### src/rtl/flush_redirect_ctrl.sv
// flush_redirect_ctrl
//   Pipeline recovery sequencer. On a WB-stage exception or ERET commit it
//   flushes every stage in the commit cycle, then waits until all inst_sram
//   requests still in flight have returned. Those responses are marked stale
//   so that IF drops them. Finally it offers the new fetch PC to pre-IF over a
//   valid/ready handshake. An outstanding-request counter also throttles
//   pre-IF in normal operation.

module flush_redirect_ctrl #(
  parameter logic [31:0] EXC_VECTOR = 32'hbfc00380,
  parameter int          MAX_OUTST  = 4,
  parameter int          CNT_W      = 3
) (
  input  logic        clk,
  input  logic        resetn,
  input  logic        ws_exc,
  input  logic        ws_eret,
  input  logic [31:0] cp0_epc,
  input  logic        inst_req_fire,
  input  logic        inst_data_ok,
  output logic        req_allow,
  output logic        fetch_hold,
  output logic        discard_rdata,
  output logic        flush,
  output logic        redirect_valid,
  output logic [31:0] redirect_pc,
  input  logic        redirect_ready,
  output logic        ctrl_busy
);

  typedef enum logic [1:0] {
    ST_IDLE     = 2'd0,
    ST_CANCEL   = 2'd1,
    ST_REDIRECT = 2'd2
  } state_t;

  localparam logic [CNT_W-1:0] MAX_CNT  = CNT_W'(MAX_OUTST);
  localparam logic [CNT_W-1:0] CNT_ONE  = CNT_W'(1);
  localparam logic [CNT_W-1:0] CNT_ZERO = CNT_W'(0);

  // The exception vector takes priority when an exception and an ERET
  // commit in the same cycle.
  function automatic logic [31:0] pick_target(input logic        exc,
                                               input logic [31:0] epc);
    logic [31:0] tgt;
    if (exc) begin
      tgt = EXC_VECTOR;
    end else begin
      tgt = epc;
    end
    return tgt;
  endfunction

  state_t           state;
  logic [CNT_W-1:0] outst;
  logic [CNT_W-1:0] outst_next;
  logic             event_s;
  logic             fire_eff;
  logic             dec_eff;
  logic [31:0]      target;

  assign event_s = ws_exc | ws_eret;
  assign target  = pick_target(ws_exc, cp0_epc);

  // Only IDLE may accept new requests. A fire while pre-IF is held is a
  // protocol error, so it is not counted.
  assign fire_eff = inst_req_fire & (state == ST_IDLE);

  // A response with nothing outstanding and no same-cycle fire is a protocol
  // error. It must not underflow the counter.
  assign dec_eff  = inst_data_ok & ((outst != CNT_ZERO) | fire_eff);

  // Next outstanding count. It saturates at MAX_OUTST and stays put when a
  // fire and a response land together.
  always_comb begin
    outst_next = outst;
    case ({fire_eff, dec_eff})
      2'b10: begin
        if (outst < MAX_CNT) begin
          outst_next = outst + CNT_ONE;
        end else begin
          outst_next = outst;
        end
      end
      2'b01:   outst_next = outst - CNT_ONE;
      default: outst_next = outst;
    endcase
  end

  // Decode the handshake and flush outputs from state and the current inputs.
  // The flush must reach the stages in the same cycle as the WB commit.
  always_comb begin
    flush         = 1'b0;
    fetch_hold    = 1'b1;
    discard_rdata = 1'b0;
    case (state)
      ST_IDLE: begin
        flush         = event_s;
        fetch_hold    = event_s;
        discard_rdata = 1'b0;
      end
      ST_CANCEL: begin
        flush         = 1'b0;
        fetch_hold    = 1'b1;
        discard_rdata = inst_data_ok;
      end
      ST_REDIRECT: begin
        flush         = 1'b0;
        fetch_hold    = 1'b1;
        discard_rdata = 1'b0;
      end
      default: begin
        flush         = 1'b0;
        fetch_hold    = 1'b1;
        discard_rdata = 1'b0;
      end
    endcase
  end

  assign req_allow = !fetch_hold & (outst < MAX_CNT);

  // Outstanding inst_sram request counter.
  always_ff @(posedge clk) begin
    if (!resetn) begin
      outst <= CNT_ZERO;
    end else begin
      outst <= outst_next;
    end
  end

  // Recovery FSM with registered redirect handshake, target PC and busy flag.
  always_ff @(posedge clk) begin
    if (!resetn) begin
      state          <= ST_IDLE;
      redirect_pc    <= 32'h0000_0000;
      redirect_valid <= 1'b0;
      ctrl_busy      <= 1'b0;
    end else begin
      case (state)
        ST_IDLE: begin
          if (event_s) begin
            redirect_pc <= target;
            ctrl_busy   <= 1'b1;
            if (outst_next == CNT_ZERO) begin
              state          <= ST_REDIRECT;
              redirect_valid <= 1'b1;
            end else begin
              state          <= ST_CANCEL;
              redirect_valid <= 1'b0;
            end
          end else begin
            state          <= ST_IDLE;
            redirect_valid <= 1'b0;
            ctrl_busy      <= 1'b0;
          end
        end
        ST_CANCEL: begin
          // Events here are ignored. The pipeline has already been flushed.
          ctrl_busy <= 1'b1;
          if (outst_next == CNT_ZERO) begin
            state          <= ST_REDIRECT;
            redirect_valid <= 1'b1;
          end else begin
            state          <= ST_CANCEL;
            redirect_valid <= 1'b0;
          end
        end
        ST_REDIRECT: begin
          // Hold valid and PC steady until pre-IF takes the redirect.
          if (redirect_ready) begin
            state          <= ST_IDLE;
            redirect_valid <= 1'b0;
            ctrl_busy      <= 1'b0;
          end else begin
            state          <= ST_REDIRECT;
            redirect_valid <= 1'b1;
            ctrl_busy      <= 1'b1;
          end
        end
        default: begin
          state          <= ST_IDLE;
          redirect_valid <= 1'b0;
          ctrl_busy      <= 1'b0;
        end
      endcase
    end
  end

endmodule

### config.mk
export PLATFORM = sky130hd
export DESIGN_NAME = flush_redirect_ctrl
export DESIGN_NICKNAME = d
export VERILOG_FILES = /design/src/rtl/flush_redirect_ctrl.sv
export SDC_FILE = /design/constraint.sdc
export NUM_CORES = 1
export LEC_CHECK = 0
export BUFFER_PORTS_ARGS = -buffer_cell sky130_fd_sc_hd__buf_4
export CORE_UTILIZATION = 45
export DETAILED_ROUTE_END_ITERATION = 12
export PLACE_DENSITY_LB_ADDON = 0.12
export SYNTH_ARGS = -nofsm -noshare
export SYNTH_HDL_FRONTEND = slang
export SYNTH_SLANG_ARGS = --single-unit
### constraint.sdc
create_clock -name clk -period 2.6 [get_ports clk]
set_input_delay 0.65 -clock clk [delete_from_list [all_inputs] [get_ports clk]]
set_output_delay 0.65 -clock clk [all_outputs]
set_load 0.01 [all_outputs]
==> flow_metrics.py <==
metrics = {
    "placement": {
        "hpwlAfterDp_um": 2690,
        "portBuffers": 76,
        "gp_routability_congestion": 0.735,
        "placement.setup.worst_slack_ps": 316,
    },
    "critical_path": {
        "critical_path.reg2reg.endpoint": "redirect_valid",
        "timing.critical_path.required_ps": 2770,
        "r2r_startpoint": "redirect_valid",
        "timing.critical_path.to_type": "flop",
        "criticalPathCategory": "flop to flop",
        "reg2reg_setup_slack_ps": 510,
        "timing.critical_path.arrival_ps": 2260,
        "reg2regPathDepth": 10,
        "worst_setup_path_start_kind": "flop",
        "critical_path_peak_fanout": 8,
    },
    "clocking": {
        "clock_buffers_created_by_tritoncts": 5,
        "post_cts_resized": 0,
        "cts_max_level": 2,
        "tritoncts": "yes",
        "cts_hold_buffers": 0,
        "clk_path_buf_depth": 2,
        "clkSinkCount": 38,
        "clock_transition_at_the_register_clock_pins_on_the_worst_setup_and_hold_paths_after_cts_ps": 70,
        "post-cts-setup-buffers": 0,
        "clock_latency_ps": 290,
        "cts_root_buffer": "sky130_fd_sc_hd__clkbuf_8",
    },
    "floorplanning": {
        "core.rowCount": 22,
        "fp.dieArea_um2": 4220,
        "ioPinCount": 77,
        "coreArea_um2": 3740,
        "die_width_um": 65.0,
        "floorplan.initialDensity_pct": 47.7,
        "fp.dieH_um": 65.0,
    },
    "route": {
        "vias": 1599,
        "detail_route.wirelength.met1_um": 1790,
        "highest_layer": "met4",
        "number_of_iterations_in_the_first_detailed_routing_pass": 4,
        "drtAntennaViolNets": 0,
        "wl_met2_um": 1870,
        "drt-total-wl_um": 3940,
        "post-route-drc-count": 0,
        "wire_per_inst_um": 12.6,
        "dr_wl_met3_um": 212,
        "drt-vias-per-instance": 5.11,
        "drt-initial-drc-count": 87,
    },
    "global_routing": {
        "gr-total-overflow": 0,
        "first_global_vias": 1492,
        "grt_antenna_before_repair": 0,
        "wire_length_of_the_first_global_routing_pass_um": 6440,
        "grt_util_all_layers_pct": 19.8,
        "grt_max_degree": 39,
    },
    "logic_synthesis": {
        "synth.mux.area_fraction_pct": 0.561,
        "synth_compound_gate_area_share_pct": 12.9,
        "post_syn_nets": 237,
        "synth_simple_gate_area_share_pct": 35.3,
        "synth_top_cells_by_area": "sky130_fd_sc_hd__dfxtp_1 (43%), sky130_fd_sc_hd__nand3b_1 (8.8%), sky130_fd_sc_hd__a21boi_1 (8.4%)",
        "ys_warns": 0,
        "ys_seq_elements": 38,
        "synth_largest_type_area_fraction_pct": 42.6,
        "synthXorXnorAreaFrac_pct": 0,
        "ys_types": 34,
        "syn_inst_count": 193,
        "async_flop_share_pct": 0,
        "seq_area_frac_synth_pct": 42.6,
        "synth_edf_count": 0,
        "synth_largest_area_cell": "sky130_fd_sc_hd__dfxtp_1",
        "yosys.area_share.adder_pct": 3.51,
        "mappedNetlistArea_um2": 1780,
        "synthesized_area_per_cell_um2": 9.24,
        "synth_top_family_by_area": "simple AND/OR/NAND/NOR gates",
        "ys_dominant_reg_cell": "sky130_fd_sc_hd__dfxtp_1",
    },
    "sta": {
        "worst_slew_pin_slew_ps": 421,
        "setup_viol": 0,
        "finalCriticalPeriod_ps": 2090,
        "layout_setup_ws_ps": 507,
        "timing.final.max_slew_violations": 0,
        "maximum_clock_frequency_mhz": 478,
        "fin_setup_tns_ps": 0,
        "skew_ps": 3.49,
        "holdWs_ps": 450,
        "rsz_0062_raised_after_global_routing": "no",
        "final_hold_viol_count": 0,
        "slew_headroom_pct": 71.6,
        "finalCritPeriodShare_pct": 80.5,
    },
    "power_and_ir_drop": {
        "combinational_power_share_pct": 47.5,
        "cellInternalPower_uw": 1450,
        "pwr-share-seq_pct": 34.9,
        "power_per_cell_area_nw_per_um2": 958,
        "power.ir.vdd_worst_v": 0.000628,
        "total_leakage_power_uw": 0.00110,
        "power.share.clock_pct": 17.6,
        "total_switching_power_uw": 897,
        "swShare_pct": 38.1,
    },
    "worst_hold_path": {
        "holdCritPathClass": "flop to flop",
        "hold_end": "redirect_pc[15]",
        "worst_hold_path.num_cells": 2,
        "holdCritStartpoint": "redirect_pc[15]",
    },
    "final_layout": {
        "finish.net_count": 308,
        "syn2layout_area_growth_pct": 37.5,
        "insertedDiodeCount": 0,
        "post_route_cells_drive_above_1_share_pct": 38.9,
        "utilization_pct": 65.5,
    },
    "outcome": {
        "status": "finished, final reports clean",
    },
    "flow_run": {
        "max_cap_viol_count": 0,
    },
}
[Yosys cell counts (3+ instances only)]
library cell               count
sky130_fd_sc_hd__buf_2         3
sky130_fd_sc_hd__nand2_1      24
sky130_fd_sc_hd__nand3b_1     21
sky130_fd_sc_hd__inv_1         3
sky130_fd_sc_hd__clkbuf_1      7
sky130_fd_sc_hd__buf_4         4
sky130_fd_sc_hd__nor3_1       12
sky130_fd_sc_hd__nor3b_2      12
sky130_fd_sc_hd__and2_1        4
sky130_fd_sc_hd__dfxtp_1      38
sky130_fd_sc_hd__a21boi_1     20
sky130_fd_sc_hd__ha_1          5
sky130_fd_sc_hd__nor2_1       16
[cell families (layout without fill, tap and decap cells)]
kind of cell | after synthesis | in the layout
compound gates | 30 | 30
fa+ha+maj | 5 | 5
buf+inv | 19 | 91
flops | 38 | 38
mux | 1 | 1
simple gates | 100 | 100
[area by class of cell]
type	instances	area, um^2
sequential	38	761
fill	359	1290
clock buffer	6	82.6
timing repair buffer	78	586
tap	48	60.1
clock inverter	2	12.5
inverter	5	18.8
multi-input combinational	136	933
[placed cells by master (no fill, tap or decap), drive strengths merged]
master,count
a21boi,21
a21o,1
and2,4
and3,1
buf,78
clkbuf,6
clkinv,1
clkinvlp,1
dfxtp,38
ha,5
inv,5
mux2i,1
nand2,24
nand2b,1
nand3,2
nand3b,22
nand4,1
nand4bb,1
nor2,17
nor2b,2
nor3,12
nor3b,12
o211a,1
o21ai,2
o21ba,1
o22ai,1
o2bb2ai,1
o311ai,1
o31ai,1
or3b,1
[state kept, by name, summed over array words and instances (netlist names)]
name	count
state	1
ctrl_busy	1
outst	3
redirect_pc	32
redirect_valid	1
[how the worst max path moves through the flow]
stage | startpoint | endpoint | slack (ps)
finish | redirect_valid | redirect_valid | 510
global route | redirect_valid | redirect_valid | 360
CTS | redirect_valid | redirect_valid | 490
detailed placement | inst_req_fire | redirect_valid | 320
global placement | inst_req_fire | redirect_valid | 370
floorplan | inst_req_fire | redirect_valid | 520
[through the flow]
step | std cells | power (uW) | instance area (um^2)
after global routing | 313 | 2530 | 2450
after detailed placement | 305 | 1960 | 2360
after global placement | 305 | 1940 | 2360
after CTS | 313 | 2380 | 2450
final | 313 | 2350 | 2450
after floorplan | 193 | 1580 | 1780
[layer usage]
metal	global-route usage, %	vias to the layer above
met5	0	-
met4	9.72	0
met3	5.11	8
met2	32.8	46
met1	23.5	746
li1	-	799
[power by group through the flow]
| stage | clock network (uW) | registers, uW | logic (uW) |
|---|---|---|---|
| global placement | 0 | 830 | 1110 |
| CTS | 428 | 821 | 1130 |
| floorplan | 0 | 873 | 707 |
| global route | 447 | 840 | 1240 |
| detailed placement | 0 | 833 | 1120 |
| finish | 414 | 821 | 1120 |
[worst max-delay path: stages, from the launching register on]
cell and delay, ps:
sky130_fd_sc_hd__dfxtp_1 340, sky130_fd_sc_hd__nor2_2 170, sky130_fd_sc_hd__and2_1 190, sky130_fd_sc_hd__inv_2 50, sky130_fd_sc_hd__nand3b_1 90, sky130_fd_sc_hd__nand2_1 60
sky130_fd_sc_hd__ha_1 350, sky130_fd_sc_hd__or3b_1 390, sky130_fd_sc_hd__nand4_1 120, sky130_fd_sc_hd__nand3b_4 140, sky130_fd_sc_hd__o31ai_1 70
No activity file was read; power rests on OpenSTA's default activity.
